File: config.mk
export PLATFORM = sky130hd
export DESIGN_NAME = mem_arbiter_rr
export DESIGN_NICKNAME = d
export VERILOG_FILES = /design/src/rtl/mem_arbiter_rr.sv
export SDC_FILE = /design/constraint.sdc
export NUM_CORES = 1
export LEC_CHECK = 0
export ABC_CLOCK_PERIOD_IN_PS = 3900
export BUFFER_PORTS_ARGS = -buffer_cell sky130_fd_sc_hd__buf_2
export CAP_MARGIN = 20
export CORE_AREA = 8 8 531 533
export DETAILED_ROUTE_END_ITERATION = 10
export DIE_AREA = 0 0 539 541
export GPL_ROUTABILITY_DRIVEN = 0
export PLACE_DENSITY = 0.3
export SETUP_SLACK_MARGIN = 0.3
export SYNTH_ARGS = -nofsm -noshare
export SYNTH_HDL_FRONTEND = slang
export SYNTH_SLANG_ARGS = --single-unit
File: constraint.sdc
create_clock -name clk -period 3.9 [get_ports clk]
set_input_delay 0.39 -clock clk [delete_from_list [all_inputs] [get_ports clk]]
set_output_delay 0.39 -clock clk [all_outputs]
set_load 0.02 [all_outputs]
File: src/rtl/mem_arbiter_rr.sv
// -----------------------------------------------------------------------------
// mem_arbiter_rr
//   Shares one downstream line-memory port among NUM_PORTS requesters. Each
//   transaction is a single line read or write. Arbitration is round-robin
//   (ARB_MODE=0) or fixed priority with port 0 highest (ARB_MODE=1). It happens
//   only in IDLE, so at least one IDLE cycle separates transactions.
//
// Ports
//   clk, rst_n       clock and asynchronous active-low reset
//   req_read         per-port read request
//   req_write        per-port write request (wins over read on the same port)
//   req_address      per-port address, port k at [k*ADDR_WIDTH +: ADDR_WIDTH]
//   req_wdata        per-port write line, port k at [k*LINE_WIDTH +: LINE_WIDTH]
//   req_rdata        read line, pass-through of pmem_rdata
//   req_resp         per-port completion pulse, mirrors pmem_resp for the owner
//   pmem_*           downstream memory interface
//   grant_id         owner of the current transaction (valid while busy)
//   busy             a transaction is outstanding
// -----------------------------------------------------------------------------
module mem_arbiter_rr #(
   parameter int NUM_PORTS  = 2,
   parameter int LINE_WIDTH = 256,
   parameter int ADDR_WIDTH = 32,
   parameter int ARB_MODE   = 0
) (
   input  logic                             clk,
   input  logic                             rst_n,
   input  logic [NUM_PORTS-1:0]             req_read,
   input  logic [NUM_PORTS-1:0]             req_write,
   input  logic [NUM_PORTS*ADDR_WIDTH-1:0]  req_address,
   input  logic [NUM_PORTS*LINE_WIDTH-1:0]  req_wdata,
   output logic [LINE_WIDTH-1:0]            req_rdata,
   output logic [NUM_PORTS-1:0]             req_resp,
   output logic                             pmem_read,
   output logic                             pmem_write,
   output logic [ADDR_WIDTH-1:0]            pmem_address,
   output logic [LINE_WIDTH-1:0]            pmem_wdata,
   input  logic [LINE_WIDTH-1:0]            pmem_rdata,
   input  logic                             pmem_resp,
   output logic [2:0]                       grant_id,
   output logic                             busy
);

   localparam int         IDX_W     = $clog2(NUM_PORTS);
   localparam logic [2:0] LAST_PORT = 3'(NUM_PORTS - 1);

   typedef enum logic {
      ST_IDLE,
      ST_BUSY
   } state_e;

   state_e                 state_q, state_d;
   logic [2:0]             rr_ptr_q, rr_ptr_d;
   logic [2:0]             grant_q, grant_d;
   logic [ADDR_WIDTH-1:0]  addr_q, addr_d;
   logic [LINE_WIDTH-1:0]  wdata_q, wdata_d;
   logic                   write_q, write_d;

   logic [NUM_PORTS-1:0]   requesting;
   logic                   any_req;
   logic [2:0]             win_idx;
   logic                   win_write;
   logic [ADDR_WIDTH-1:0]  win_addr;
   logic [LINE_WIDTH-1:0]  win_wdata;
   int                     cand;

   assign requesting = req_read | req_write;

   // Winner search. Round-robin walks upward from rr_ptr and wraps; fixed
   // priority walks upward from port 0. The first requester found wins and
   // its operation, address and line are captured alongside the index.
   always_comb begin
      // NOTE: every output of a combinational block gets a default first so no
      // path leaves it unassigned and no latch is inferred.
      any_req   = 1'b0;
      win_idx   = '0;
      win_write = 1'b0;
      win_addr  = '0;
      win_wdata = '0;
      cand      = 0;
      for (int i = 0; i < NUM_PORTS; i++) begin
         if (ARB_MODE == 1) begin
            cand = i;
         end else begin
            cand = int'(rr_ptr_q) + i;
            if (cand >= NUM_PORTS) cand = cand - NUM_PORTS;
         end
         if (!any_req && requesting[IDX_W'(cand)]) begin
            any_req   = 1'b1;
            win_idx   = 3'(cand);
            win_write = req_write[IDX_W'(cand)];
            win_addr  = req_address[cand*ADDR_WIDTH +: ADDR_WIDTH];
            win_wdata = req_wdata[cand*LINE_WIDTH +: LINE_WIDTH];
         end
      end
   end

   always_comb begin
      state_d  = state_q;
      rr_ptr_d = rr_ptr_q;
      grant_d  = grant_q;
      addr_d   = addr_q;
      wdata_d  = wdata_q;
      write_d  = write_q;
      case (state_q)
         ST_IDLE: begin
            // pmem_resp is deliberately ignored here.
            if (any_req) begin
               state_d = ST_BUSY;
               grant_d = win_idx;
               addr_d  = win_addr;
               wdata_d = win_wdata;
               write_d = win_write;
            end
         end
         ST_BUSY: begin
            // The requester may drop its request meanwhile; only the memory
            // response ends the transaction.
            if (pmem_resp) begin
               state_d  = ST_IDLE;
               rr_ptr_d = (grant_q == LAST_PORT) ? 3'd0 : grant_q + 3'd1;
            end
         end
         default: state_d = ST_IDLE;
      endcase
   end

   // NOTE: state registers use non-blocking assignments so every flop samples
   // the pre-edge value of the others. The wide address/line holders are
   // ordinary flops here, so they take the reset like the rest.
   always_ff @(posedge clk or negedge rst_n) begin
      if (!rst_n) begin
         state_q  <= ST_IDLE;
         rr_ptr_q <= '0;
         grant_q  <= '0;
         addr_q   <= '0;
         wdata_q  <= '0;
         write_q  <= 1'b0;
      end else begin
         state_q  <= state_d;
         rr_ptr_q <= rr_ptr_d;
         grant_q  <= grant_d;
         addr_q   <= addr_d;
         wdata_q  <= wdata_d;
         write_q  <= write_d;
      end
   end

   // Strobes derive straight from the state flop, so an asynchronous reset
   // in BUSY drops them in the same cycle and no completion pulse follows.
   assign busy         = (state_q == ST_BUSY);
   assign pmem_read    = busy & ~write_q;
   assign pmem_write   = busy & write_q;
   assign pmem_address = addr_q;
   assign pmem_wdata   = wdata_q;
   assign req_rdata    = pmem_rdata;
   assign grant_id     = grant_q;

   always_comb begin
      req_resp = '0;
      for (int k = 0; k < NUM_PORTS; k++) begin
         req_resp[k] = busy && (grant_q == 3'(k)) && pmem_resp;
      end
   end

endmodule

==> results_dict.tcl <==
set metrics [dict create \
    status "finished clean" \
    min_period_ps 2660 \
    io_pins 1391 \
    dp_cells 5732 \
    synth-seq-cells 296 \
    worstMarginPinSlew_ps 875 \
    relSlewSlack 0.400 \
    layout_commonest_cell "buf_2" \
    chipWidth_um 539 \
    worst_ep_required_time_ps 4340 \
    instances_no_fill 5848 \
    clk_pin_slew_ps 60 \
    clockBufferDepth 3 \
    initial_core_util 0.0596 \
    post-cts-setup-buffers 0 \
    final_nets 3040 \
    root_buffer "clkbuf_16" \
    num_rows 192 \
    wl_per_cell_um 21.9 \
    drv_cap 0 \
    drc 0 \
    synthArstFlopShare 1.00 \
    synth_area_per_cell_um2 10.3 \
    grt_pass1_vias 15800 \
    start_kind "register" \
    htreeDepth 2 \
    synth_cells 1582 \
    worstPathArrival_ps 3110 \
    cts.sinks 296 \
    die_h_um 541 \
    setup_viol 0 \
    cts_buffers 41 \
    timing.hold.ws_ps 101 \
    slew_viol_final 0 \
    grt_pass1_wl_mm 163 \
    cts_hold_buf 14 \
    viasPerCell 2.57 \
    syn-num-nets 2422 \
    yosysUniqueCellTypes 30 \
    worst-path-max-fanout 78 \
    antenna_found_initial 125 \
    ir_drop_mv 0.276 \
    cts_tree "yes" \
    p_per_area_nw_per_um2 750 \
    finClkSkew_ps 22.6 \
    antenna_left 0 \
    synth_ff_type "dfrtp_1" \
    hold_class "in -> reg" \
    grt_usage 0.0833 \
    crit_type "reg -> reg" \
    setup_tns_ps 0 \
    cts-resized-gates 0 \
    dr.pass1.iters 4 \
    cellLeakagePower_nw 10.8 \
    total_power_mw 18.7 \
    fillers 32000 \
    hold_viol 0 \
    mostFrequentLayoutCells "875 x buf_2, 295 x dfrtp_1, 288 x mux2i_1, 288 x nor2_1, 288 x a211oi_1" \
    drt-total-wl_mm 128 \
    portBuffers 876 \
    synth_edf_count 0 \
    rsz0062_at_grt "false" \
    core_area_um2 273000 \
    insertion_delay_ps 620 \
    drtIter0Drc 612 \
    post-route-period-util 0.683 \
    dpl.hpwl_mm 110 \
    synth_seq_area_share 0.455 \
    vias 15000 \
    grt_max_degree 148 \
    final_core_util 0.0915 \
    syn-cell-area_um2 16300 \
    grt.overflow.total 0 \
    die-area_um2 292000 \
    areaGrowthSynthToFinish_pct 53.5 \
    drive_gt1_frac 0.456 \
    end_kind "register" \
    synth_warnings 0 \
    fmax_ghz 0.375 \
]
## per-stage QoR
step	area [um^2]	setup slack (ps)
floorplan	16300	1910
global placement	23400	1260
detailed placement	23400	1220
CTS	24900	1160
global route	24900	1090
finish	25000	1240
## where the power goes
part / internal, mW / switching (mW)
sequential: 4.56 / 0.927
combinational: 2.92 / 6.39
clock: 2.33 / 1.58
## registers in the layout, indices dropped and copies added, names as in the netlist
register      cells
busy              1
grant_id          3
pmem_address     32
pmem_wdata      256
rr_ptr_q          3
write_q           1
## worst max-delay path: stages, from the launching register on
cell	delay [ps]
dfrtp_1	480
inv_1	70
ha_1	330
nor4bb_2	190
nor4_4	560
buf_12	250
buf_12	310
a211oi_1	100
## path summary, 6_finish.rpt
path / slack (ps) / startpoint / endpoint / cells after the start
max reg2reg: 1240 / rr_ptr_q[1] / pmem_wdata[131] / 7
min reg2reg: 560 / pmem_address[27] / pmem_address[27] / 2
max: 1240 / rr_ptr_q[1] / pmem_wdata[131] / 7
min in group asynchronous: 350 / rst_n / pmem_wdata[246] / 2
min: 100 / req_wdata[73] / pmem_wdata[73] / 3
max in group asynchronous: 2580 / rst_n / pmem_wdata[126] / 3
## area by class of cell
| cell class | count | area [um^2] | area share |
|---|---|---|---|
| clock buffer | 60 | 1250 | 0.0501 |
| tap | 3589 | 4490 | 0.180 |
| sequential | 296 | 7410 | 0.297 |
| multi-input combinational | 899 | 6380 | 0.256 |
| timing repair buffer | 960 | 5240 | 0.210 |
| inverter | 2 | 7.51 | 0.000301 |
| clock inverter | 8 | 100 | 0.00401 |
| antenna | 34 | 85.1 | 0.00341 |
## synth_stat cells, types with 2 or more instances
cell type | n | area [um^2]
inv_1 | 2 | 7.51
a211oi_1 | 288 | 2160
mux2_2 | 2 | 22.5
buf_2 | 50 | 250
clkbuf_1 | 68 | 255
nand2_1 | 11 | 41.3
mux2i_1 | 288 | 2880
dfrtp_1 | 296 | 7410
nor2_1 | 288 | 1080
buf_4 | 257 | 1930
buf_1 | 10 | 37.5
o211ai_1 | 2 | 15.0
o21ai_0 | 3 | 15.0
## cell families (layout without fill, tap and decap cells)
family / after synthesis / after routing / synth area share
buffers and inverters: 387 / 1030 / 0.152
AND/OR/NAND/NOR: 308 / 308 / 0.0744
multiplexers: 290 / 290 / 0.179
AO/OA/AOI/OAI: 299 / 299 / 0.138
adder cells (fa/ha/maj): 1 / 1 / 0.000769
XOR/XNOR: 1 / 1 / 0.000539
flip-flops: 296 / 296 / 0.455
other: 0 / 34 / 0
## metal layers
layer	wire, um	track usage
met3	14600	0.0423
met5	593	0.00325
met1	51000	0.0956
met4	6950	0.0404
met2	54600	0.128
(Power assumes the default switching activity.)
